**config.mk**
```make
export PLATFORM = sky130hd
export DESIGN_NAME = bp_fe_ras_mt
export DESIGN_NICKNAME = d
export VERILOG_FILES = /design/src/rtl/bp_fe_ras_mt.sv
export SDC_FILE = /design/constraint.sdc
export NUM_CORES = 1
export LEC_CHECK = 0
export CAP_MARGIN = 25
export CORE_ASPECT_RATIO = 0.8
export CORE_MARGIN = 2
export CORE_UTILIZATION = 55
export DETAILED_ROUTE_END_ITERATION = 12
export GPL_TIMING_DRIVEN = 0
export PLACE_DENSITY = 0.73
export SLEW_MARGIN = 20
export SYNTH_ARGS = -nofsm -noshare
export SYNTH_HDL_FRONTEND = slang
export SYNTH_SLANG_ARGS = --single-unit
```
**constraint.sdc**
```tcl
create_clock -name clk_i -period 6.42 [get_ports clk_i]
set_clock_uncertainty 0.15 [all_clocks]
set_input_delay 0.963 -clock clk_i [delete_from_list [all_inputs] [get_ports clk_i]]
set_output_delay 0.963 -clock clk_i [all_outputs]
set_load 0.02 [all_outputs]
```
**src/rtl/bp_fe_ras_mt.sv**
```systemverilog
// bp_fe_ras_mt
//   Multi-thread return address stack for the front-end branch predictor.
//   threads_p independent circular stacks share one storage array addressed
//   by {thread, idx}. Each thread keeps a next pointer (slot for the next
//   push), a top-of-stack pointer and an occupancy count. Each stored entry
//   carries the address of the entry beneath it (nos), so a pop follows that
//   link instead of decrementing tos. This is what makes a checkpointed
//   {next, tos, cnt} triple sufficient to undo speculative calls/returns.
//
//   After reset the storage is walked and zeroed one entry per cycle.
//   Operations are only accepted once init_done_o is high.
//
// Ports
//   clk_i, reset_i       clock, asynchronous active-high reset
//   init_done_o          storage clear complete; operations accepted
//   thread_i             thread used for call/return/lookup this cycle
//   call_i, addr_i       push addr_i onto the thread_i stack
//   return_i             pop the thread_i stack
//   v_o, tgt_o           thread_i stack non-empty / predicted return target
//   next_o, tos_o, cnt_o checkpoint view of the thread_i pointers
//   restore_i            overwrite pointers of restore_thread_i with
//   restore_thread_i     w_next_i / w_tos_i / w_cnt_i (cnt clamps to depth)
//   w_next_i, w_tos_i, w_cnt_i
//
// Handshake: there is no backpressure. call_i/return_i/restore_i are
// single-cycle commands, consumed on the rising clock edge when init_done_o
// is high and ignored otherwise. Lookup outputs are combinational.
module bp_fe_ras_mt #(
  parameter int vaddr_width_p   = 39,
  parameter int ras_idx_width_p = 3,
  parameter int threads_p       = 2,
  localparam int thread_width_lp = (threads_p > 1) ? $clog2(threads_p) : 1
) (
  input  logic                       clk_i,
  input  logic                       reset_i,
  output logic                       init_done_o,

  input  logic [thread_width_lp-1:0] thread_i,
  input  logic                       call_i,
  input  logic [vaddr_width_p-1:0]   addr_i,
  input  logic                       return_i,

  output logic                       v_o,
  output logic [vaddr_width_p-1:0]   tgt_o,
  output logic [ras_idx_width_p-1:0] next_o,
  output logic [ras_idx_width_p-1:0] tos_o,
  output logic [ras_idx_width_p:0]   cnt_o,

  input  logic                       restore_i,
  input  logic [thread_width_lp-1:0] restore_thread_i,
  input  logic [ras_idx_width_p-1:0] w_next_i,
  input  logic [ras_idx_width_p-1:0] w_tos_i,
  input  logic [ras_idx_width_p:0]   w_cnt_i
);

  localparam int depth_lp      = 1 << ras_idx_width_p;
  localparam int entries_lp    = threads_p * depth_lp;
  localparam int mem_addr_w_lp = thread_width_lp + ras_idx_width_p;
  localparam int cnt_width_lp  = ras_idx_width_p + 1;

  localparam logic [cnt_width_lp-1:0]  depth_cnt_lp  = cnt_width_lp'(depth_lp);
  localparam logic [mem_addr_w_lp-1:0] last_entry_lp = mem_addr_w_lp'(entries_lp - 1);

  typedef struct packed {
    logic [ras_idx_width_p-1:0] nos;
    logic [vaddr_width_p-1:0]   addr;
  } entry_s;

  typedef enum logic [1:0] {
    e_reset = 2'd0,
    e_clear = 2'd1,
    e_run   = 2'd2
  } state_e;

  // ---------------------------------------------------------------------
  // Init FSM
  // ---------------------------------------------------------------------
  state_e                   state_q, state_d;
  logic [mem_addr_w_lp-1:0] init_cnt_q, init_cnt_d;
  logic                     init_done;

  always_comb begin
    state_d    = state_q;
    init_cnt_d = init_cnt_q;
    case (state_q)
      e_reset: begin
        state_d    = e_clear;
        init_cnt_d = '0;
      end
      e_clear: begin
        init_cnt_d = init_cnt_q + 1'b1;
        if (init_cnt_q == last_entry_lp) begin
          state_d    = e_run;
          init_cnt_d = '0;
        end
      end
      e_run: begin
        state_d = e_run;
      end
      default: begin
        state_d    = e_reset;
        init_cnt_d = '0;
      end
    endcase
  end

  always_ff @(posedge clk_i or posedge reset_i) begin
    if (reset_i) begin
      state_q    <= e_reset;
      init_cnt_q <= '0;
    end else begin
      state_q    <= state_d;
      init_cnt_q <= init_cnt_d;
    end
  end

  assign init_done = (state_q == e_run);

  // ---------------------------------------------------------------------
  // Storage and per-thread pointers
  // ---------------------------------------------------------------------
  entry_s mem_q [entries_lp];

  logic [ras_idx_width_p-1:0] next_q [threads_p];
  logic [ras_idx_width_p-1:0] next_d [threads_p];
  logic [ras_idx_width_p-1:0] tos_q  [threads_p];
  logic [ras_idx_width_p-1:0] tos_d  [threads_p];
  logic [cnt_width_lp-1:0]    cnt_q  [threads_p];
  logic [cnt_width_lp-1:0]    cnt_d  [threads_p];

  // Lookup for the selected thread
  logic [ras_idx_width_p-1:0] cur_next, cur_tos;
  logic [cnt_width_lp-1:0]    cur_cnt;
  entry_s                     top_entry;

  assign cur_next  = next_q[thread_i];
  assign cur_tos   = tos_q[thread_i];
  assign cur_cnt   = cnt_q[thread_i];
  assign top_entry = mem_q[{thread_i, cur_tos}];

  // An op on thread_i is dropped when the same thread is being restored:
  // the redirect supersedes whatever predecode saw this cycle.
  logic op_en, push, pop;
  assign op_en = init_done && !(restore_i && (restore_thread_i == thread_i));
  assign push  = op_en && call_i;
  assign pop   = op_en && return_i;

  logic [cnt_width_lp-1:0] w_cnt_clamped;
  assign w_cnt_clamped = (w_cnt_i > depth_cnt_lp) ? depth_cnt_lp : w_cnt_i;

  // Single write port shared by the clear walk and pushes.
  logic                     wr_en;
  logic [mem_addr_w_lp-1:0] wr_addr;
  entry_s                   wr_data;

  always_comb begin
    wr_en   = 1'b0;
    wr_addr = '0;
    wr_data = '0;
    if (state_q == e_clear) begin
      wr_en   = 1'b1;
      wr_addr = init_cnt_q;
    end else if (push) begin
      wr_en        = 1'b1;
      wr_addr      = {thread_i, cur_next};
      // Co-routine swap: the new entry replaces the popped top, so it links
      // to what was beneath that top rather than to the top itself.
      wr_data.nos  = pop ? top_entry.nos : cur_tos;
      wr_data.addr = addr_i;
    end
  end

  always_ff @(posedge clk_i) begin
    if (wr_en) begin
      mem_q[wr_addr] <= wr_data;
    end
  end

  always_comb begin
    for (int t = 0; t < threads_p; t++) begin
      next_d[t] = next_q[t];
      tos_d[t]  = tos_q[t];
      cnt_d[t]  = cnt_q[t];
      if (thread_i == thread_width_lp'(t)) begin
        if (push) begin
          next_d[t] = cur_next + 1'b1;
          tos_d[t]  = cur_next;
          if (!pop && (cur_cnt != depth_cnt_lp)) begin
            cnt_d[t] = cur_cnt + 1'b1;
          end
        end else if (pop) begin
          tos_d[t] = top_entry.nos;
          if (cur_cnt != '0) begin
            cnt_d[t] = cur_cnt - 1'b1;
          end
        end
      end
      if (init_done && restore_i && (restore_thread_i == thread_width_lp'(t))) begin
        next_d[t] = w_next_i;
        tos_d[t]  = w_tos_i;
        cnt_d[t]  = w_cnt_clamped;
      end
    end
  end

  always_ff @(posedge clk_i or posedge reset_i) begin
    if (reset_i) begin
      for (int t = 0; t < threads_p; t++) begin
        next_q[t] <= '0;
        tos_q[t]  <= '0;
        cnt_q[t]  <= '0;
      end
    end else begin
      for (int t = 0; t < threads_p; t++) begin
        next_q[t] <= next_d[t];
        tos_q[t]  <= tos_d[t];
        cnt_q[t]  <= cnt_d[t];
      end
    end
  end

  // ---------------------------------------------------------------------
  // Outputs
  // ---------------------------------------------------------------------
  assign init_done_o = init_done;
  assign v_o         = init_done && (cur_cnt != '0);
  assign tgt_o       = top_entry.addr;
  assign next_o      = cur_next;
  assign tos_o       = cur_tos;
  assign cnt_o       = cur_cnt;

endmodule
```
==> flow_metrics.tcl <==
set metrics [dict create \
    status "completed" \
    antenna_found_initial 0 \
    post_cts_buffers 0 \
    post_drt_wl_per_cell_um 25.2 \
    post_cts_resized 0 \
    grt_util_all_layers_pct 28.4 \
    postSynth.asyncResetShare_pct 3.72 \
    hpwlAfterDp_um 49600 \
    relSlewSlack_pct 19.3 \
    grt_busiest_layer "met2" \
    whs_ns 0.419 \
    min_to "next_q[4]$_DFFE_PP0P_" \
    grt_pass1_vias 18300 \
    r2r-start "state_q[0]$_DFFE_PP0P_" \
    holdCritPathClass "flip-flop to flip-flop" \
    ys_seq_area_share_pct 73.3 \
    num_antenna_cells 0 \
    min_period_ns 5.75 \
    drt_wl_total_um 75800 \
    met3_usage_pct 6.75 \
    ys.flop_type "edfxtp_1" \
    cts_tree "yes" \
    cpMostUsedCell "clkbuf_1" \
    setup_tns_ns 0 \
    cts_hold_buf 0 \
    cap_violations 0 \
    hp-start "next_q[4]$_DFFE_PP0P_" \
    met1_usage_pct 39.0 \
    synthTopCellsByCount "edfxtp_1 (672), nand2_1 (660), and3_1 (159), a31oi_1 (157), clkbuf_1 (101)" \
    synth_area_leaders "edfxtp_1 (71%), nand2_1 (8.7%), mux4_2 (4.0%)" \
    place_congestion 0.873 \
    synth.avg_cell_area_um2 13.7 \
    nets 2339 \
    ant_nets 0 \
    fmax_ghz 0.174 \
    drtIter0Drc 2621 \
    slowest_stage "clkbuf_1" \
    dr.pass1.iters 6 \
    clk_pin_slew_ns 0.06 \
    p_seq_share_pct 43.9 \
    drv_slew 0 \
    clock-sinks 698 \
    regToRegEndpoint "mem_q[10][2]$_DFFE_PP_" \
    cts-root-buf "clkbuf_16" \
    setup-violations-final 0 \
    gr-total-overflow 0 \
    dieArea_um2 53500 \
    syn2layout_area_growth_pct 16.9 \
    swShare_pct 30.3 \
    hold_violations 0 \
    die_h_um 207 \
    start_kind "primary input" \
    vias 18700 \
    floorplan.initialDensity_pct 55.7 \
    post-synth-top-area-fraction_pct 71.1 \
    crit_path_cell_trace "buf_6 -> mux2i_4 -> clkbuf_1 -> clkbuf_1 -> nand2_1 -> and3_1 -> a31oi_1 -> mux4_2 -> clkdlybuf4s50_1" \
    hold-path-cell-count 2 \
    fin_area_um2 33200 \
    crit_family "buffers and inverters" \
    via_per_inst 6.21 \
    worst_pin_slew_ns 1.21 \
    synth_fp_nets 2136 \
    worstSetupPathType "primary input to output pin" \
    reg2reg_slack_ns 2.66 \
    die_w_um 258 \
    reg2regPathDepth 7 \
    switchingPower_w 0.00362 \
    rsz0062_at_grt "false" \
    setup_ws_ns 0.668 \
    critPathMaxFanout 10 \
    yosysMostFrequentCell "edfxtp_1" \
    grt_pass1_wl_um 112000 \
    pwr-share-comb_pct 24.9 \
    grt_util_met2_pct 44.0 \
    p_int_w 0.00834 \
    drcViolationCount 0 \
    synth_edf_count 672 \
    place_area_um2 31200 \
    clk_path_buf_depth 3 \
    yosys_register_bits 698 \
    synth_cells 2074 \
    coreArea_um2 51000 \
    cpPeakStageDelay_ns 0.69 \
    ir_worst_vdd_uv 239 \
    port_buffers 104 \
    cts_buffers 66 \
    leakagePower_nw 11.7 \
    finalCoreUtilization_pct 65.1 \
    p_per_area_nw_per_um2 360 \
    cp.buffers_inverters 4 \
    arrival_ns 4.64 \
    grt_max_degree 27 \
    synth-warning-count 0 \
    syn_area_um2 28400 \
    synth.distinct_cells 51 \
    row_count 74 \
    synth_top_cell_by_area "edfxtp_1" \
    critPathRequiredTime_ns 5.31 \
    endpoint_kind "output pin" \
    power.share.clock_pct 31.2 \
    layout-drive-gt1-share_pct 9.45 \
    post-route-period-util_pct 89.6 \
    h-tree-depth 3 \
    clk_latency_ns 0.60 \
    post-place-ws_ns 0.784 \
    io_pins 107 \
]
-- placed cells by master, fill, tap and decap left out, drive strengths merged, types with 6 or more instances in the layout --
cell type,n
a21oi,7
a31oi,157
and2,43
and3,159
buf,63
clkbuf,180
clkdlybuf4s50,104
clkinv,26
dfrtp,26
edfxtp,672
ha,6
inv,18
mux2,6
mux2i,6
mux4,51
nand2,660
nand3,11
nor2,29
o211ai,10
o21ai,27
-- layer usage --
metal | up-vias | share of wire (%)
met5 | - | 0
met2 | 1203 | 47
li1 | 8064 | -
met3 | 202 | 11
met4 | 0 | 3.8
met1 | 9218 | 38
-- sequential cells by signal, indices dropped and copies added, names as in the netlist --
signal	cells
next_q	6
cnt_q	8
mem_q	672
init_cnt_q	4
state_q	2
tos_q	6
-- area by class of cell --
type	instances	area (um2)
flip-flops and latches	698	20800
fillers	3473	17800
multi-input cells	1231	7120
repair buffers	135	1800
clock buffers	79	1710
well taps	684	856
plain buffers	133	533
clock inverters	39	317
inverters	12	45.0
-- worst register-to-register path: stages (launching register included) --
cell,delay [ns]
dfrtp_1,0.38
inv_1,0.10
ha_1,0.30
nand2_1,0.15
a21o_1,0.31
nor2_1,0.95
clkbuf_1,0.49
and2_1,0.63
-- kinds of logic after synthesis --
group	count (synthesis)	synth area share, %
DFF	698	73.3
AOI/OAI and AO/OA	228	5.16
xor gates and xnor gates	8	0.247
adders and majority gates	6	0.264
and+or+nand+nor	926	14.4
buffers and inverters	145	2.04
muxes	63	4.58
-- power groups by stage --
stage / logic, W / registers [W] / clock network, W
floorplan: 0.00169 / 0.00534 / 0
global placement: 0.00278 / 0.00536 / 0
detailed placement: 0.00292 / 0.00535 / 0
CTS: 0.00295 / 0.00525 / 0.00375
global route: 0.00315 / 0.00527 / 0.00393
finish: 0.00298 / 0.00526 / 0.00373
-- how the worst max path moves through the flow --
stage / to / cells past startpoint / startpoint / slack [ns]
floorplan: mem_q[13][0]$_DFFE_PP_ / 8 / thread_i / 1.79
global placement: mem_q[7][18]$_DFFE_PP_ / 6 / restore_thread_i / -0.39
detailed placement: tgt_o[37] / 9 / thread_i / 0.78
CTS: tgt_o[37] / 9 / thread_i / 0.73
global route: tgt_o[37] / 9 / thread_i / 0.61
finish: tgt_o[37] / 9 / thread_i / 0.67
-- stage by stage --
step	total power, W	cells
after floorplan	0.00703	2074
after global placement	0.00814	2862
after detailed placement	0.00827	2893
after CTS	0.0119	3011
after global routing	0.0123	3011
final	0.0120	3011
Power figures use the tool's default switching activity.
